$ cat config.mk
export PLATFORM = sky130hd
export DESIGN_NAME = debug_dump_ctrl
export DESIGN_NICKNAME = d
export VERILOG_FILES = /design/src/rtl/debug_dump_ctrl_pkg.sv /design/src/rtl/debug_line_fmt.sv /design/src/rtl/debug_dump_ctrl.sv
export SDC_FILE = /design/constraint.sdc
export NUM_CORES = 1
export LEC_CHECK = 0
export ABC_AREA = 1
export CAP_MARGIN = 40
export CORE_MARGIN = 4
export CORE_UTILIZATION = 56
export DETAILED_ROUTE_END_ITERATION = 12
export PLACE_DENSITY_LB_ADDON = 0.1
export SYNTH_ARGS = -nofsm -noshare
export SYNTH_HDL_FRONTEND = slang
export SYNTH_SLANG_ARGS = --single-unit
$ cat constraint.sdc
create_clock -name clock -period 2.9 [get_ports clock]
set_input_delay 0.58 -clock clock [delete_from_list [all_inputs] [get_ports clock]]
set_output_delay 0.58 -clock clock [all_outputs]
set_load 0.05 [all_outputs]
$ cat src/rtl/debug_dump_ctrl_pkg.sv
// Shared types and constants for the debug dump controller.
// Latency: n/a (types, constants, pure function).
// Backpressure: n/a.
package debug_dump_ctrl_pkg;

    typedef enum logic [2:0] {
        ST_IDLE,
        ST_SETTLE,
        ST_CAPTURE,
        ST_SEND,
        ST_NEXT,
        ST_FINISH
    } dump_state_t;

    localparam logic [7:0] COLON = 8'h3A;
    localparam logic [7:0] CR    = 8'h0D;
    localparam logic [7:0] LF    = 8'h0A;

    // 'A' - 10 = 8'h37, so letters come out upper case.
    function automatic logic [7:0] nib2ascii(input logic [3:0] nib);
        if (nib < 4'd10) begin
            return 8'h30 + {4'h0, nib};
        end
        return 8'h37 + {4'h0, nib};
    endfunction

endpackage

$ cat src/rtl/debug_line_fmt.sv
// Selects one ASCII byte of the line "AA:DDDDDDDD\r\n" by byte index.
// Latency: combinational.
// Backpressure: none; the caller holds the index while stalled.
module debug_line_fmt
    import debug_dump_ctrl_pkg::*;
#(
    parameter int ADDR_W = 7
) (
    input  logic [ADDR_W-1:0] cap_addr,
    input  logic [31:0]       cap_data,
    input  logic [3:0]        byte_idx,
    output logic [7:0]        line_byte
);

    logic [7:0] addr8;

    assign addr8 = 8'(cap_addr);

    always_comb begin
        line_byte = 8'h00;
        case (byte_idx)
            4'd0:  line_byte = nib2ascii(addr8[7:4]);
            4'd1:  line_byte = nib2ascii(addr8[3:0]);
            4'd2:  line_byte = COLON;
            4'd3:  line_byte = nib2ascii(cap_data[31:28]);
            4'd4:  line_byte = nib2ascii(cap_data[27:24]);
            4'd5:  line_byte = nib2ascii(cap_data[23:20]);
            4'd6:  line_byte = nib2ascii(cap_data[19:16]);
            4'd7:  line_byte = nib2ascii(cap_data[15:12]);
            4'd8:  line_byte = nib2ascii(cap_data[11:8]);
            4'd9:  line_byte = nib2ascii(cap_data[7:4]);
            4'd10: line_byte = nib2ascii(cap_data[3:0]);
            4'd11: line_byte = CR;
            4'd12: line_byte = LF;
            default: line_byte = 8'h00;
        endcase
    end

endmodule

$ cat src/rtl/debug_dump_ctrl.sv
// Sweeps the CPU debug port and streams each entry as an ASCII hex line to the UART.
// Latency: first byte valid SETTLE+1 clocks after start is sampled; 1 byte per 2 clocks.
// Backpressure: tx_data/tx_valid hold while tx_ready is low; the sweep pauses with them.
module debug_dump_ctrl
    import debug_dump_ctrl_pkg::*;
#(
    parameter int ADDR_W      = 7,
    parameter int DATA_W      = 32,
    parameter int NUM_ENTRIES = 128,
    parameter int SETTLE      = 2
) (
    input  logic              clock,
    input  logic              reset,
    input  logic              start,
    output logic [ADDR_W-1:0] debug_addr,
    input  logic [DATA_W-1:0] debug_data,
    output logic [7:0]        tx_data,
    output logic              tx_valid,
    input  logic              tx_ready,
    output logic              busy,
    output logic              done
);

    localparam logic [ADDR_W-1:0] LAST_ADDR   = ADDR_W'(NUM_ENTRIES - 1);
    localparam logic [3:0]        SETTLE_LOAD = 4'(SETTLE - 1);

    dump_state_t       state, state_nxt;
    logic [3:0]        settle_cnt;
    logic [3:0]        byte_idx;
    logic [ADDR_W-1:0] cap_addr;
    logic [DATA_W-1:0] cap_data;
    logic [ADDR_W-1:0] fmt_addr;
    logic [DATA_W-1:0] fmt_data;
    logic [7:0]        fmt_byte;
    logic              tx_accept;
    logic              last_byte;
    logic              last_entry;

    assign tx_accept  = tx_valid && tx_ready;
    assign last_byte  = (byte_idx == 4'd12);
    assign last_entry = (debug_addr == LAST_ADDR);

    // The first byte is loaded in the same edge that captures, so format from the live port then.
    assign fmt_addr = (state == ST_CAPTURE) ? debug_addr : cap_addr;
    assign fmt_data = (state == ST_CAPTURE) ? debug_data : cap_data;

    debug_line_fmt #(
        .ADDR_W (ADDR_W)
    ) u_line_fmt (
        .cap_addr  (fmt_addr),
        .cap_data  (fmt_data),
        .byte_idx  (byte_idx),
        .line_byte (fmt_byte)
    );

    always_ff @(posedge clock or posedge reset) begin
        if (reset) begin
            state <= ST_IDLE;
        end else begin
            state <= state_nxt;
        end
    end

    always_comb begin
        state_nxt = state;
        case (state)
            ST_IDLE:    if (start) state_nxt = ST_SETTLE;
            ST_SETTLE:  if (settle_cnt == 4'd0) state_nxt = ST_CAPTURE;
            ST_CAPTURE: state_nxt = ST_SEND;
            ST_SEND:    if (tx_accept && last_byte) state_nxt = ST_NEXT;
            ST_NEXT:    state_nxt = last_entry ? ST_FINISH : ST_SETTLE;
            ST_FINISH:  state_nxt = ST_IDLE;
            default:    state_nxt = ST_IDLE;
        endcase
    end

    always_ff @(posedge clock or posedge reset) begin
        if (reset) begin
            debug_addr <= '0;
            settle_cnt <= '0;
            byte_idx   <= '0;
            cap_addr   <= '0;
            cap_data   <= '0;
            tx_data    <= '0;
            tx_valid   <= 1'b0;
            busy       <= 1'b0;
            done       <= 1'b0;
        end else begin
            done <= 1'b0;
            case (state)
                ST_IDLE: begin
                    if (start) begin
                        debug_addr <= '0;
                        busy       <= 1'b1;
                        settle_cnt <= SETTLE_LOAD;
                    end
                end
                ST_SETTLE: begin
                    if (settle_cnt != 4'd0) settle_cnt <= settle_cnt - 4'd1;
                end
                ST_CAPTURE: begin
                    cap_addr <= debug_addr;
                    cap_data <= debug_data;
                    tx_data  <= fmt_byte;
                    tx_valid <= 1'b1;
                end
                ST_SEND: begin
                    // A one-cycle gap after every acceptance keeps tx_valid purely registered.
                    if (tx_accept) begin
                        tx_valid <= 1'b0;
                        byte_idx <= last_byte ? 4'd0 : byte_idx + 4'd1;
                    end else if (!tx_valid) begin
                        tx_data  <= fmt_byte;
                        tx_valid <= 1'b1;
                    end
                end
                ST_NEXT: begin
                    if (last_entry) begin
                        done       <= 1'b1;
                        busy       <= 1'b0;
                        debug_addr <= '0;
                    end else begin
                        debug_addr <= debug_addr + ADDR_W'(1);
                        settle_cnt <= SETTLE_LOAD;
                    end
                end
                default: ;
            endcase
        end
    end

endmodule

Yosys cells after proc, flatten, opt, wreduce, memory -nomap -nowiden
Cells that the tools add are included.

word-level totals
  output and inout port bits = 18
  bits of input ports = 36
  register bits after elaboration = 68
  word-level logic and storage cells = 149

cells by class
  reductions and logical operators = 15
  magnitude comparators = 10
  add/sub/neg operators = 23
  eq/ne operators = 25
  multiplexer cells = 66

operators by type and width
  operator                                                         count
  8-bit 2-to-1 mux                                                 22
  6-bit by 4-bit adder with 7-bit output, first input constant     18
  8-bit one-hot mux with 13 select lines                           1
  4-bit < comparator, second input constant                        9
  32-bit 2-to-1 mux                                                1
  1-bit 2-to-1 mux                                                 25
  7-bit 2-to-1 mux                                                 3
  4-bit == test, second input constant                             5
  4-bit by 3-bit == test with 1-bit output, second input constant  4
  4-bit 2-to-1 mux                                                 4
  2-bit inequality test, second input constant                     8
  8-bit one-hot mux with 2 select lines                            1
  3-bit one-hot mux with 5 select lines                            1
  6-bit by 3-bit adder with 7-bit output, first input constant     2
  7-bit one-hot mux with 2 select lines                            1
  3-bit 2-to-1 mux                                                 4
  4-bit one-hot mux with 3 select lines                            1
  3-bit AND reduction                                              3
  4-bit by 2-bit == test with 1-bit output, second input constant  2
  4-bit zero test                                                  2
  7-bit by 1-bit adder with 7-bit output, second input constant    1
  7-bit == test, second input constant                             1
  3-bit by 2-bit == test with 1-bit output, second input constant  2
  4-bit by 1-bit adder with 4-bit output, second input constant    1
  other kinds (13)                                                 17

Longest topological paths before layout
Gate-level depths: netlist of the first run.

  depth in word-level cells = 10
  gate-level depth with buffers = 17
  mapped depth without buffers = 16

By module
From an unflattened synthesis of the first run, not the netlist that was laid out.

unflattened totals
  cell total of the unflattened synthesis = 666
  area total of the unflattened synthesis = 4,414.2 sq um

by module, submodules not included
  module           cells an instance  times used  seq. area each (sq um)  area each (sq um)
  debug_dump_ctrl  338                1           1,701.6                 2,961.6
  debug_line_fmt   328                1           0.0                     1,452.6

Worst setup path before layout of the first run
OpenSTA, ideal clock, no wires.

  path kind = reg-to-reg
  start = register debug_addr[0]
  end = register debug_addr[6]
  cell stages (with the launch flop) = 10
  data required time = 2,823 ps
  path buffers = 0
  clock period less this slack = 2,160 ps
  arrival time = 2,083 ps
  setup slack = 740 ps
  library setup time = 77 ps
  cell sequence = dfrtp_1 > ha_1 > nand3_1 > nor4_1 > nand2_1 > a21oi_1 > nor2_1 > inv_1 > nand3_1 > a21oi_1

between the ends
  longest elaborated chain between the ends = 3
  elaborated cells on any way between the ends = 4
  those cells by class = add/sub: 1; eq/ne: 1; mux: 2

RTL lines
  element                                                                         line                                           text
  start: declaration                                                              debug_dump_ctrl.sv:15                          output logic [ADDR_W-1:0] debug_addr,
  start signal: assignment                                                        debug_dump_ctrl.sv:123                         debug_addr <= debug_addr + ADDR_W'(1);
  7-bit by 1-bit adder with 7-bit output / 7-bit == test (equally long branches)  debug_dump_ctrl.sv:123, debug_dump_ctrl.sv:41
  7-bit 2-to-1 mux (*)                                                            debug_dump_ctrl.sv:118                         if (last_entry) begin
  7-bit one-hot mux with 2 select lines (*)                                       debug_dump_ctrl.sv:90                          case (state)

Mark *: on every way between the ends. The rest lies on a longest branch, timed or not.
A chain may end at the register's enable or synchronous reset.

Final worst setup path of the first run
  start = register debug_addr[0]
  end = output port debug_addr[0]

No word-level cell between the ends.

==> results of run 1 <==
cell type report:
| type | count | share of cell area, % |
|---|---|---|
| repair buffers | 56 | 11.5 |
| clock buffers | 9 | 2.43 |
| multi-input cells | 436 | 40.5 |
| inverters | 113 | 8.31 |
| flip-flops and latches | 67 | 32.9 |
| clock inverters | 7 | 1.96 |
| well taps | 99 | 2.43 |
metrics by stage:
| stage | utilization [%] | instance area [um^2] | worst slack, ns | cells | hold WS (ns) |
|---|---|---|---|---|---|
| 2_1_floorplan | - | 4260 | 0.637 | 627 | 0.452 |
| 3_3_place_gp | 66.5 | 4880 | 0.690 | 771 | 0.468 |
| 3_5_place_dp | 66.5 | 4880 | 0.656 | 771 | 0.477 |
| 4_1_cts | 69.6 | 5100 | 0.626 | 787 | 0.453 |
| 5_1_grt | 69.6 | 5100 | 0.447 | 787 | 0.459 |
| 6_report | 69.6 | 5100 | 0.641 | 787 | 0.457 |
final timing paths:
path | from | to | slack (ns) | cells past startpoint
max | debug_addr[0] | debug_addr[0] | 0.64 | 1
min | reset | cap_addr[1] | 0.46 | 2
max reg2reg | state[0] | tx_data[4] | 0.68 | 14
min reg2reg | tx_data[6] | tx_data[6] | 0.49 | 2
max in group asynchronous | reset | cap_data[10] | 1.93 | 3
min in group clock | tx_data[6] | tx_data[6] | 0.49 | 2
where the power goes:
part / leakage (nW) / switching, mW / total, mW / internal (mW)
combinational: 1.80 / 2.18 / 3.22 / 1.04
clock: 0.114 / 0.391 / 0.883 / 0.491
sequential: 0.823 / 0.183 / 1.49 / 1.31
total: 2.74 / 2.76 / 5.60 / 2.84
logic make-up (layout without fill, tap and decap cells):
family | after synthesis | count (layout)
DFF | 67 | 67
buffers and inverters | 124 | 185
adders and majority gates | 10 | 10
AOI/OAI and AO/OA | 61 | 61
other | 1 | 1
and+or+nand+nor | 358 | 358
xor gates and xnor gates | 6 | 6
layer usage:
layer / global-route usage [%] / vias to the layer above / share of wire [%]
li1: - / 2048 / -
met1: 31.2 / 1825 / 45
met2: 39.1 / 97 / 48
met3: 3.79 / 16 / 5.2
met4: 8.17 / 0 / 1.8
met5: 0 / - / 0
registers in the layout, summed over array words and instances (netlist names):
name        flops
settle_cnt      4
state           3
byte_idx        4
cap_data       32
tx_data         7
cap_addr        7
tx_valid        1
busy            1
debug_addr      7
done            1
Yosys cell counts (6+ instances only):
cell / instances / area, um^2
sky130_fd_sc_hd__nor2_1: 47 / 176
sky130_fd_sc_hd__o21ai_0: 24 / 120
sky130_fd_sc_hd__o21ai_1: 7 / 35.0
sky130_fd_sc_hd__o22ai_1: 6 / 37.5
sky130_fd_sc_hd__dfrtp_1: 67 / 1680
sky130_fd_sc_hd__nand2_1: 209 / 785
sky130_fd_sc_hd__a21oi_1: 13 / 65.1
sky130_fd_sc_hd__nand3_1: 67 / 335
sky130_fd_sc_hd__inv_1: 110 / 413
sky130_fd_sc_hd__o21ai_2: 6 / 52.6
sky130_fd_sc_hd__nand2_2: 20 / 125
sky130_fd_sc_hd__ha_1: 10 / 125
==> metrics list, run 1 <==
- Status: completed
- The synthesized netlist devotes 2.94% of its cell area to adder and majority cells.
- Clock-pin slew was measured on the worst setup and hold paths at roughly 0.080 ns.
* Final Slew Violations: 0
- Initial Util: 58.1%
* Count of flip-flops with a built-in enable after synthesis: 0
* Crit-path cells: clkdlybuf4s50_1
- Based on the critical path, the design can be clocked at up to ~440 MHz.
- Largest net degree at the start of global routing: 59
* Per-cell routed wire length: 12.3 um
- Total number of yosys warnings: 0
- Global routing finished with a remaining overflow of 0.
* Drc violations: 0
* Fillers: 612
- Setup violations remaining at the end of the flow were counted as 0.
- Antenna cell count: 0
* Most common cell after layout, fill and taps aside: sky130_fd_sc_hd__nand2_1
- First-pass GRT wire length: 16700 um
* Max-cap violations: 0
- Among all flip-flop cells after synthesis, the most frequent one is sky130_fd_sc_hd__dfrtp_1.
* Xor-xnor portion of the synthesized cell area: 1.23%
- Number of search-and-repair iterations in the first detailed-routing pass: 5
- Commonest cells after routing, fill and taps aside: sky130_fd_sc_hd__nand2_1 (209), sky130_fd_sc_hd__inv_1 (109), sky130_fd_sc_hd__nand3_1 (67), sky130_fd_sc_hd__dfrtp_1 (67), sky130_fd_sc_hd__clkdlybuf4s50_1 (52)
- Data on the critical path is required at its endpoint by 2.32 ns.
- In the global route stage, overall resource usage came out at 23.5%.
- Mux contribution to synthesized area: 0%
* Number of gates resized after cts: 0
* Reg area: between 1500 and 2000 um^2
* Compound-gate portion of the synthesized area: under 10%
- CTS root buffer: sky130_fd_sc_hd__clkbuf_8
- Share of post-route cells with drive strength above 1: 7.99%
- For the worst setup path, the data arrival time is 1.68 ns.
* Sequential share of the synthesized area: 39.4%
* Setup repair after global routing missed its margin: no
- Worst Path Max Fanout: 7
* Area added between synthesis and finish: 19.8%
- Final-stage net count: roughly 730
- The multi-input combinational cells in the finished layout cover a total of around 2100 um^2.
* Via density per instance: just over 5
* Gate family responsible for the most delay along the worst path: buffers and inverters
- In this design, the stage delay of the slowest critical-path cell is 0.85 ns.
- Count of buffering cells on the critical path with inverters included: 1
- Power consumption: approximately 5.6 mW
- Summing the areas of all and, or, nand and nor instances in the mapped netlist gives 36.0% of the synthesized area.
- The synthesized design contains 67 register bits.
- Buffers inserted to repair hold after CTS numbered 0.
* Path class of the lowest-slack min-delay path: input pin to async pin
- Counting every instance in the synthesized netlist gives 627.
- Cell area after technology mapping: 4260 um^2
- The worst path in the final design needs a cycle of 2.26 ns, including I/O delays and setup.
* CP Capture Type: output port
- For this run, asynchronously set or reset flops after synthesis account for 100%.
* Number of clock buffers inserted by TritonCTS: 9
* Number of placement rows: 31
- Portion of the clock cycle consumed by the worst path in the final layout: 77.9%
- Buffer count from post-CTS setup fixing: 0
* Total wirelength of the detailed-routed design: ~9700 um
- Buffers placed on the I/O ports in this run total 52.
- In this run the static leakage power is 2.74 nW.
* Worst-Skew Late Latency: 0.35 ns
- The number of failing hold endpoints at the final stage is 0.
- At the pin with the least slew margin, the transition time is about 0.6 ns.
- Synthesized area divided by synthesized cell count: 6.79 um^2
- For this design, the sink count on the clock tree is 67.
- In this run the horizontal extent of the chip is 95.2 um.
- At the end of routability-driven placement, the weighted congestion stood at 0.955.
* Worst ir drop on vdd: 0.638 mV
- H-tree depth: 3
- Vias in the first global route: 3684
- TritonCTS built the clock tree.
- Routed Antenna Nets: 0
* Antenna violations before repair: 0
- For the final database, setup skew stands at 0.00916 ns.
- Power per cell area: 1100 nW/um^2
- Detailed placement finished with a half-perimeter wire length of 7360 um.
- After routing, the total negative slack on setup checks comes to 0 ns.
- The worst setup path is launched from a flop.
- The critical path is of the flop to output port type.
* Dominant combinational cell family by area after synthesis: simple AND/OR/NAND/NOR gates
- Standard cell with the maximum stage delay on the critical path: sky130_fd_sc_hd__clkdlybuf4s50_1
- Die footprint: 9060 um^2
- Die extent in y: 95.2 um
- Headroom to the max-slew limit came out at around three fifths.
- Count of routing violations after the opening detailed-route iteration: 290
- The core region is between 7000 and 8000 um^2.
- The clock passes through at most 2 buffers.
* Post-Synthesis Net Count: roughly 670
- After synthesis, the netlist uses 33 different library cells.
- Boundary pin count: 54
- Total vias in the final route: approximately 4000
No activity file was read; power rests on OpenSTA's default activity.
==> run 2, diff against run 1 <==
--- a/config.mk
+++ b/config.mk
@@ -8,7 +8,7 @@
 export ABC_AREA = 1
 export CAP_MARGIN = 40
 export CORE_MARGIN = 4
-export CORE_UTILIZATION = 56
+export CORE_UTILIZATION = 51
 export DETAILED_ROUTE_END_ITERATION = 12
 export PLACE_DENSITY_LB_ADDON = 0.1
 export SYNTH_ARGS = -nofsm -noshare
==> constraint.sdc (replaced) <==
create_clock -name clock -period 1.99 [get_ports clock]
set_input_delay 0.398 -clock clock [delete_from_list [all_inputs] [get_ports clock]]
set_output_delay 0.398 -clock clock [all_outputs]
set_load 0.05 [all_outputs]
==> run 2 against run 1 <==
Compared with the run above:
- cell count is 3.9% higher
- the flow now finishes with violations (setup timing)
- core utilization is 3.3 points lower
- non-clock buffer count is 25 higher
- combinational power is 71% higher
- first-iteration DRC count is 17% lower
- clock power is 20% higher
- setup slack worse by 0.64 ns
- power is 56% higher
- register-to-register slack worse by 0.68 ns
- flip-flop and latch count stayed put
- sequential share of layout area is 1.8 points lower
==> metrics list, run 2 (synthesis results as in run 1) <==
- Critical path startpoint category: flop
- Portion of the clock cycle consumed by the worst path in the final layout: 100%
- The CTS buffer count was 9 (unchanged).
- The max-cap check violation count came to 0 (unchanged).
- The worst relative slew slack was 58.6% (-1.1 points).
- The pin count of the biggest net entering global routing is 68 (+15%).
* Die footprint: 9870 um^2 (+9.0%)
- The total number of nets in the final design was 754 (+3.4%).
- The slew at the pin closest to its max-slew limit was 0.617 ns (+0.0168 ns).
- The quantity of I/O buffers inserted on ports is 52 (unchanged).
- The later-pin clock latency in the skew report was 0.35 ns (about the same).
* Worst ir drop on vdd: 0.834 mV (+31%)
* Power per cell area: 1610 nW/um^2 (+47%)
- Remaining global-route overflow: 0 (unchanged)
* Number of search-and-repair iterations in the first detailed-routing pass: 5 (unchanged)
- Total area of multi-input combinational cells: 2220 um^2 (+7.5%)
- The library cell used most frequently in the layout, excluding fill and tap cells, is sky130_fd_sc_hd__nand2_1.
* Status: finished, violations left
- The buffer depth of the longest clock path is 2 (unchanged).
- Crit Path Category: flop to flop
- Reg area: 1680 um^2 (+0.30%)
* Floorplan core area: 8180 um^2 (+12%)
* Total wirelength of the detailed-routed design: 10200 um (+4.9%)
- GRT Overall Usage: 21.7% (-1.8 points)
- Share of post-route cells with drive strength above 1: 18.1% (+10 points)
- The static leakage came to 2.88 nW (+5.1%).
- The worst register-to-register path begins at state[2].
- The flip-flop count of the largest register after layout was 32 (unchanged).
- Final worst slack: -0.000734 ns (-0.642 ns)
- Most common cell on crit path: sky130_fd_sc_hd__nand2_1
- The worst setup path is captured at a flop.
- The height of the die came to 99.4 um (+4.4%).
* Fillers: 719 (+17%)
- Final Wtd Congestion: 0.887 (-7.1%)
- Standard cell with the maximum stage delay on the critical path: sky130_fd_sc_hd__dfrtp_1
- Final count of hold timing violations: 0 (unchanged)
- CTS root buffer: sky130_fd_sc_hd__clkbuf_8
- The via count normalized by instance count is 5.06 (about the same).
- The critical path goes through inv_2 -> nand2_4 -> nor2_4 -> buf_12 -> nand2_1 -> nand2_2 -> nand3_1 -> nand2_1 -> nand2_1 -> nor2_1 -> nand3_1 -> o21ai_2 -> nand2_1.
- Count of routing violations after the opening detailed-route iteration: 241 (-17%)
* Pre-CTS setup slack: -0.00778 ns (-0.664 ns)
- Total vias in the final route: 4139 (+3.8%)
* Register clock-pin slew on the reported worst setup and hold paths: 0.09 ns (about the same)
- The count of nets left with antenna violations after detail routing is 0 (unchanged).
- The CTS sink count is 67 (unchanged).
- Clock Skews: 0.0116 ns (+0.00247 ns)
* Per-cell routed wire length: 12.4 um (+0.89%)
* Horizontal die dimension: 99.4 um (+4.4%)
* Area added between synthesis and finish: 27.4%
- Setup repair after global routing could not meet its margin everywhere.
* Commonest cells after routing, fill and taps aside: sky130_fd_sc_hd__nand2_1 (190), sky130_fd_sc_hd__inv_1 (103), sky130_fd_sc_hd__dfrtp_1 (63)
- The largest fanout on the critical path is 20 (+13).
* Post-placement cell count: 799 (+3.6%)
* Largest Register: cap_data
- The final standard cell utilization of the core came to 66.3% (-3.3 points).
- For this run, the top clock speed supported by timing is 502 MHz.
* Final Slew Violations: 0 (unchanged)
- Antenna cell count: 0 (unchanged)
- First-pass GRT wire length: 17500 um (+4.2%)
* Path class of the lowest-slack min-delay path: input pin to async pin
* Number of placement rows: 33 (+6.5%)
- The number of antenna violations at the first check in global routing came to 0 (unchanged).
- Worst endpoint required time: 2.22 ns (-0.10 ns)
- The worst stage delay on the critical path was 0.40 ns (-0.45 ns).
- The smallest clock period supported by the final layout is computed as 1.99 ns.
- CP arrival: 2.22 ns (+0.54 ns)
- The HPWL after detailed placement is 7600 um (+3.2%).
- Count of placed standard cells in the final layout, fillers left out: 818 (+3.9%)
- Boundary pin count: 54 (unchanged)
- Clock tree from TritonCTS: done
- The number of remaining DRC errors was 0 (unchanged).
- The final reports fail on setup timing.
- Critical path origin: state[2]
* H-tree depth: 3 (unchanged)
- The via count of the first global-routing pass came to 3768 (+2.3%).
- The final worst hold slack is 0.486 ns (+0.0287 ns).
- The final setup violation count is 1 (+1).
- Initial Util: 52.1% (-6.0 points)
[run 2: cell types whose count changed in the layout (fill, tap and decap cells not counted), sizes merged]
cell	previous run	this run
buf	4	34
clkdlybuf4s50	52	46
clkinvlp	0	4
inv	115	112
bufinv	2	0
clkbuf	9	10
dlymetal6s2s	0	1
[run 2: through the flow]
| step | cell area, um^2 | TNS [ns] | power [mW] |
|---|---|---|---|
| finish | 5420 | -0.000734 | 8.75 |
| global route | 5420 | -0.582 | 9.64 |
| CTS | 5250 | 0 | 8.29 |
| detailed placement | 5060 | -0.00778 | 7.19 |
| global placement | 5060 | 0 | 7.06 |
| floorplan | 4260 | 0 | 5.80 |
[run 2: final cells by class]
| type | count | share of cell area, % |
|---|---|---|
| clock buffer | 10 | 2.54 |
| clock inverter | 6 | 0.762 |
| inverter | 113 | 7.89 |
| multi-input combinational | 436 | 40.9 |
| sequential | 67 | 31.0 |
| tap | 105 | 2.42 |
| timing repair buffer | 81 | 14.4 |
[run 2: worst max-delay path, delay by kind of cell (launching register included)]
family / cells / cell delay (ns)
compound gates: 1 / 0.15
flops: 1 / 0.40
simple gates: 10 / 1.03
buf+inv: 2 / 0.29
[run 2: path summary, 6_finish.rpt]
path / to / slack (ns) / cells past startpoint
hold / removal: debug_addr[5] / 0.49 / 3
hold reg to reg: settle_cnt[1] / 0.49 / 2
setup / recovery: tx_data[2] / -0.0007 / 13
setup reg to reg: tx_data[2] / -0.0007 / 13
min in group clock: settle_cnt[1] / 0.49 / 2
max in group asynchronous: debug_addr[0] / 1.19 / 3
[run 2: report_power, final]
group          leakage [nW]  switching [mW]  internal (mW)
registers             0.818           0.269           1.92
logic                  1.98            3.49           2.01
clock network        0.0843           0.581          0.484
total                  2.88            4.34           4.41
[run 2: timing repair]
| item | CTS | global route |
|---|---|---|
| buffers inserted | 0 | 3 |
| hold buffers | 0 | 0 |
| endpoints found under the setup margin | 4 | 13 |
| gates resized for setup | 4 | 55 |
| pin swaps | 0 | 11 |
[run 2: layer usage]
layer / vias to the layer above / track usage (%) / routed length (um)
li1: 2099 / - / -
met5: - / 0 / 0
met4: 0 / 6.09 / 133
met1: 1910 / 30.1 / 4730
met2: 112 / 35.4 / 4780
met3: 18 / 3.51 / 528
